`config.mk`:
```
export PLATFORM = sky130hd
export DESIGN_NAME = hazard_controller
export DESIGN_NICKNAME = d
export VERILOG_FILES = /design/src/rtl/mips_core_pkg.sv /design/src/rtl/hazard_watchdog.sv /design/src/rtl/hazard_controller.sv
export SDC_FILE = /design/constraint.sdc
export NUM_CORES = 1
export LEC_CHECK = 0
export ABC_AREA = 1
export CORE_AREA = 3 3 53 55
export CTS_BUF_LIST = sky130_fd_sc_hd__clkbuf_4 sky130_fd_sc_hd__clkbuf_8
export DETAILED_ROUTE_END_ITERATION = 8
export DIE_AREA = 0 0 56 58
export GPL_TIMING_DRIVEN = 0
export PLACE_DENSITY = 0.57
export RECOVER_POWER = 50
export SETUP_SLACK_MARGIN = 0.15
export SYNTH_ARGS = -nofsm -noshare
export SYNTH_HDL_FRONTEND = slang
export SYNTH_HIERARCHICAL = 1
export SYNTH_SLANG_ARGS = --single-unit
```
`constraint.sdc`:
```
create_clock -name clk -period 1.2 [get_ports clk]
set_input_delay 0.12 -clock clk [delete_from_list [all_inputs] [get_ports clk]]
set_output_delay 0.12 -clock clk [all_outputs]
set_load 0.05 [all_outputs]
```
`src/rtl/mips_core_pkg.sv`:
```
// rtl/mips_core_pkg.sv - shared hazard-control types and pipeline stage indices
package mips_core_pkg;

    typedef enum logic {
        HZ_IDLE,
        HZ_REDIRECT_PEND
    } HazardState;

    typedef enum logic [2:0] {
        HC_NONE,
        HC_DC,
        HC_MISPREDICT,
        HC_LW,
        HC_IC
    } HazardCause;

    localparam int NUM_STAGES = 5;
    localparam int STG_IF     = 0;
    localparam int STG_DEC    = 1;
    localparam int STG_EX     = 2;
    localparam int STG_MEM    = 3;
    localparam int STG_WB     = 4;

endpackage

```
`src/rtl/hazard_watchdog.sv`:
```
// rtl/hazard_watchdog.sv - consecutive-stall counter with sticky timeout flag
module hazard_watchdog #(
    parameter int STALL_TIMEOUT = 1024
) (
    input  logic clk,
    input  logic rst_n,
    input  logic i_stall_any,
    output logic o_timeout
);

    localparam int W = $clog2(STALL_TIMEOUT + 1);
    localparam logic [W-1:0] LIMIT = W'(STALL_TIMEOUT);

    logic [W-1:0] r_cnt;
    logic         r_timeout;

    // Flag sets on the edge where the count reaches LIMIT; count then saturates.
    always_ff @(posedge clk) begin
        if (!rst_n) begin
            r_cnt     <= '0;
            r_timeout <= 1'b0;
        end else begin
            if (!i_stall_any) begin
                r_cnt <= '0;
            end else if (r_cnt != LIMIT) begin
                r_cnt <= r_cnt + W'(1);
            end
            if (i_stall_any && (r_cnt >= LIMIT - W'(1))) begin
                r_timeout <= 1'b1;
            end
        end
    end

    assign o_timeout = r_timeout;

endmodule

```
`src/rtl/hazard_controller.sv`:
```
// rtl/hazard_controller.sv - per-stage stall/flush generation for the 5-stage pipeline
// Optional perf counters enabled by HAZARD_PERF_COUNTERS_EN.
module hazard_controller
    import mips_core_pkg::*;
#(
    parameter int STALL_TIMEOUT = 1024
`ifdef HAZARD_PERF_COUNTERS_EN
    , parameter int CNT_WIDTH   = 32
`endif
) (
    input  logic clk,
    input  logic rst_n,
    input  logic i_lw_hazard,
    input  logic i_ic_miss,
    input  logic i_dc_miss,
    input  logic i_ex_mispredict,
    output logic o_if_stall,
    output logic o_dec_stall,
    output logic o_ex_stall,
    output logic o_mem_stall,
    output logic o_wb_stall,
    output logic o_if_flush,
    output logic o_dec_flush,
    output logic o_ex_flush,
    output logic o_mem_flush,
    output logic o_wb_flush,
    output logic o_stall_timeout
`ifdef HAZARD_PERF_COUNTERS_EN
    , output logic [CNT_WIDTH-1:0] o_cnt_lw
    , output logic [CNT_WIDTH-1:0] o_cnt_ic
    , output logic [CNT_WIDTH-1:0] o_cnt_dc
    , output logic [CNT_WIDTH-1:0] o_cnt_mispredict
`endif
);

    HazardState              r_state;
    HazardCause              w_cause;
    logic [NUM_STAGES-1:0]   w_stall_raw;
    logic [NUM_STAGES-1:0]   w_flush;
    logic [NUM_STAGES-1:0]   w_stall;
    logic                    w_redirect_drop;

    always_comb begin
        w_cause = HC_NONE;
        if (i_dc_miss) begin
            w_cause = HC_DC;
        end else if (i_ex_mispredict) begin
            w_cause = HC_MISPREDICT;
        end else if (i_lw_hazard) begin
            w_cause = HC_LW;
        end else if (i_ic_miss) begin
            w_cause = HC_IC;
        end
    end

    // Wrong-path word from the outstanding miss is dropped once it arrives, unless MEM is frozen.
    assign w_redirect_drop = (r_state == HZ_REDIRECT_PEND) && !i_ic_miss && !i_dc_miss;

    always_comb begin
        w_stall_raw = '0;
        w_flush     = '0;
        case (w_cause)
            HC_DC: begin
                w_stall_raw[STG_IF]  = 1'b1;
                w_stall_raw[STG_DEC] = 1'b1;
                w_stall_raw[STG_EX]  = 1'b1;
                w_stall_raw[STG_MEM] = 1'b1;
                w_flush[STG_WB]      = 1'b1;
            end
            HC_MISPREDICT: begin
                w_flush[STG_DEC] = 1'b1;
                w_flush[STG_EX]  = 1'b1;
            end
            HC_LW: begin
                w_stall_raw[STG_IF]  = 1'b1;
                w_stall_raw[STG_DEC] = 1'b1;
                w_flush[STG_EX]      = 1'b1;
            end
            HC_IC: begin
                w_stall_raw[STG_IF] = 1'b1;
                w_flush[STG_DEC]    = 1'b1;
            end
            default: begin
                w_stall_raw = '0;
            end
        endcase
        if (w_redirect_drop) begin
            w_flush[STG_DEC] = 1'b1;
        end
        if (!rst_n) begin
            w_stall_raw = '0;
            w_flush     = '1;
        end
    end

    assign w_stall = w_stall_raw & ~w_flush;

    always_ff @(posedge clk) begin
        if (!rst_n) begin
            r_state <= HZ_IDLE;
        end else begin
            case (w_cause)
                HC_DC: r_state <= r_state;
                HC_MISPREDICT: begin
                    if (i_ic_miss) begin
                        r_state <= HZ_REDIRECT_PEND;
                    end
                end
                default: begin
                    if (w_redirect_drop) begin
                        r_state <= HZ_IDLE;
                    end
                end
            endcase
        end
    end

    hazard_watchdog #(
        .STALL_TIMEOUT (STALL_TIMEOUT)
    ) u_watchdog (
        .clk         (clk),
        .rst_n       (rst_n),
        .i_stall_any (|w_stall),
        .o_timeout   (o_stall_timeout)
    );

    assign o_if_stall  = w_stall[STG_IF];
    assign o_dec_stall = w_stall[STG_DEC];
    assign o_ex_stall  = w_stall[STG_EX];
    assign o_mem_stall = w_stall[STG_MEM];
    assign o_wb_stall  = w_stall[STG_WB];
    assign o_if_flush  = w_flush[STG_IF];
    assign o_dec_flush = w_flush[STG_DEC];
    assign o_ex_flush  = w_flush[STG_EX];
    assign o_mem_flush = w_flush[STG_MEM];
    assign o_wb_flush  = w_flush[STG_WB];

`ifdef HAZARD_PERF_COUNTERS_EN
    logic [CNT_WIDTH-1:0] r_cnt_lw;
    logic [CNT_WIDTH-1:0] r_cnt_ic;
    logic [CNT_WIDTH-1:0] r_cnt_dc;
    logic [CNT_WIDTH-1:0] r_cnt_mispredict;

    always_ff @(posedge clk) begin
        if (!rst_n) begin
            r_cnt_lw         <= '0;
            r_cnt_ic         <= '0;
            r_cnt_dc         <= '0;
            r_cnt_mispredict <= '0;
        end else begin
            if (w_cause == HC_LW)         r_cnt_lw         <= r_cnt_lw + CNT_WIDTH'(1);
            if (w_cause == HC_IC)         r_cnt_ic         <= r_cnt_ic + CNT_WIDTH'(1);
            if (w_cause == HC_DC)         r_cnt_dc         <= r_cnt_dc + CNT_WIDTH'(1);
            if (w_cause == HC_MISPREDICT) r_cnt_mispredict <= r_cnt_mispredict + CNT_WIDTH'(1);
        end
    end

    assign o_cnt_lw         = r_cnt_lw;
    assign o_cnt_ic         = r_cnt_ic;
    assign o_cnt_dc         = r_cnt_dc;
    assign o_cnt_mispredict = r_cnt_mispredict;
`endif

endmodule

```
==> summary.txt <==
Total Power - 0.000939 W
synthesized area per cell - 6.56 sq um
initial antenna violation count - 0
CTS tree - yes
Synth async-reset ratio - 0
CP dominant cell by count - nand2_2
Final Hold Vio Count - 0
setup slack, reg-to-reg - 40 ps
Top Ports - 17
routability cong. - 0.853
Setup crit start kind - flip-flop
Sw Ratio - 0.328
post-synth net total - 131
# DRC - 0
DIE HEIGHT - 58 um
synthesized area - 807 sq um
# hold bufs at CTS - 0
sequential-to-total area share from yosys stat - 0.322
area growth from synthesis to layout - 53.2%
FF-to-FF path depth - 7
H-tree Lvls - 1
dpl cells - 168
max-slew violations - 0
fin util - 0.508
Root Driver - clkbuf_4
r2r endpoint - u_watchdog/r_cnt[7]
DR vias - 878
sequential fraction of design power - 0.468
Worst EP required - 1080 ps
Final Critical Period - 1290 ps
first-pass GRT wire length - 3450 um
failing checks - setup timing
Worst Hold Path EP - u_watchdog/o_timeout
cell row count - 18
crit end category - output port
GRT overflow - 0
die area - 3250 sq um
combinational fraction of design power - 0.237
Hold Crit Class - input pin to flip-flop
Max-cap violations - 0
Switch Pwr - 0.000308 W
Port Buffers - 15
Final Skew - 6.73 ps
TritonRoute pass-1 iters - 4
Clock power frac - 0.295
routed wire length per instance - 11.7 um
antenna cells - 0
setup violators final - 2
Core Region - 2430 sq um
clk slew on worst S/H paths - 90 ps
CTS Buf Count - 3
CTS Buffer Depth - 2
FF-to-FF Start - u_watchdog/r_cnt[0]
Max Fclk - 0.777 GHz
FF+latch count, synth - 13
synth warn - 6
Clock Latency Late Sink - 280 ps
delay of the slowest critical-path stage - 330 ps
GR Util All Layers - 0.135
leak pwr - 0.483 nW
Starting Density - 0.332
ANT nets after route - 0
Final period util - 1.07
setup ws final - -87.8 ps
Post-DP HPWL - 1340 um
Worst Setup Path Type - flip-flop to output port
DRT iter0 DRCs - 35
die width - 56 um
synthesized instance count - 123
Worst path slowest cell - dfxtp_2
maximum vdd drop - 679 uV
hold path depth - 3
# clock sinks - 13
vias per cell - 4.93
min-delay src - rst_n
nets - 157
Netlist cell types - 24
Int Power - 0.000631 W
power density cells - 759 nW/um^2
vias in the first global route - 802
layout cells sized above 1 - 0.534
Finished Layout Cells - 178
worst path cell trace - nand2_2, nand2_2, nand2_2, nand3_4, nor2_4, buf_6
unrepaired setup endpoints after global routing - yes
largest net degree at the start of global routing - 9
CP arrival - 1170 ps
most used flip-flop cell after synthesis - dfxtp_1
total wire length - 2090 um
CP max FO - 2
status - finished with violations
fill cell count - 237
EDFF count, synth - 0
## repair_timing
item,in CTS,in global routing
setup buffers,3,3
endpoints found under the setup margin,22,16
pin swaps,18,21
gates cloned,0,0
gates resized for setup,95,25
## power by group through the flow
stage / Sequential (W) / Clock, W / Combinational, W
CTS: 0.000438 / 0.000290 / 0.000216
floorplan: 0.000450 / 0 / 0.000139
detailed placement: 0.000450 / 0 / 0.000210
global route: 0.000440 / 0.000308 / 0.000239
finish: 0.000439 / 0.000277 / 0.000222
global placement: 0.000450 / 0 / 0.000208
## registers in the layout, indices dropped and copies added (netlist names)
signal,flops
r_state,1
u_watchdog/r_cnt,11
u_watchdog/o_timeout,1
## Yosys cell counts (2+ instances only)
cell	number	area [sq um]
nand2_1	28	105
nor2_1	20	75.1
inv_1	15	56.3
dfxtp_1	13	260
nand3_1	11	55.1
a21oi_1	7	35.0
nand4_1	3	18.8
nor2_4	3	33.8
o21ai_0	3	15.0
buf_4	2	15.0
ha_1	2	25.0
nand3_2	2	20.0
nor2_2	2	12.5
xnor2_1	2	17.5
## per-stage QoR
stage	TNS [ps]	area (sq um)	hold WS (ps)	setup slack (ps)
floorplan	0	845	230	78.8
global placement	-12410	1030	436	-930
detailed placement	-12630	1030	436	-942
CTS	-94.9	1150	167	-69.2
global route	-331	1240	183	-181
finish	-106	1240	176	-87.8
## cell type report
| class | instances | area [sq um] | share of cell area |
|---|---|---|---|
| plain buffers | 2 | 15.0 | 0.0121 |
| clock buffers | 3 | 22.5 | 0.0182 |
| clock inverters | 1 | 5.00 | 0.00405 |
| inverters | 16 | 68.8 | 0.0557 |
| multi-input cells | 92 | 641 | 0.518 |
| flip-flops and latches | 13 | 280 | 0.227 |
| well taps | 30 | 37.5 | 0.0304 |
| repair buffers | 21 | 166 | 0.135 |
## worst max-delay path: cells and delay by family (launching register included)
kind / cells / cell delay (ps)
simple gates: 5 / 390
flops: 1 / 330
buf+inv: 1 / 160
## how the worst max path moves through the flow
stage	from	end	slack, ps	cells past startpoint
2_1_floorplan	r_state	o_dec_stall	80	5
3_3_place_gp	rst_n	o_if_stall	-930	4
3_5_place_dp	rst_n	o_if_stall	-940	4
4_1_cts	r_state	o_dec_stall	-70	6
5_1_grt	r_state	o_dec_stall	-180	6
6_report	r_state	o_dec_stall	-90	6
## placed cells by master, fill, tap and decap left out, drive strengths merged
cell,count
conb,1
nor3,1
ha,2
dfxtp,13
a21oi,8
xnor2,2
a31oi,1
nor2,25
nand4,3
clkdlybuf4s15,1
clkinv,1
o21ai,4
clkinvlp,1
nand3,13
o21a,1
buf,17
xor2,1
nand2,29
dlygate4sd2,2
clkbuf,6
inv,15
o21bai,1
## routing by layer
layer,part of all wire,wire [um],global-route usage,up-vias
li1,-,-,-,445
met1,0.42,878,0.150,401
met2,0.51,1070,0.242,28
met3,0.050,105,0.0468,4
met4,0.013,27,0.0407,0
met5,0,0,0,-
## cell families after synthesis
kind of cell,share of synthesized area
compound gates,0.105
flops,0.322
other cells,0.00465
buf+inv,0.0930
simple gates,0.411
xor+xnor,0.0326
fa+ha+maj,0.0310
Note: power is estimated with default switching activity, not from simulation.
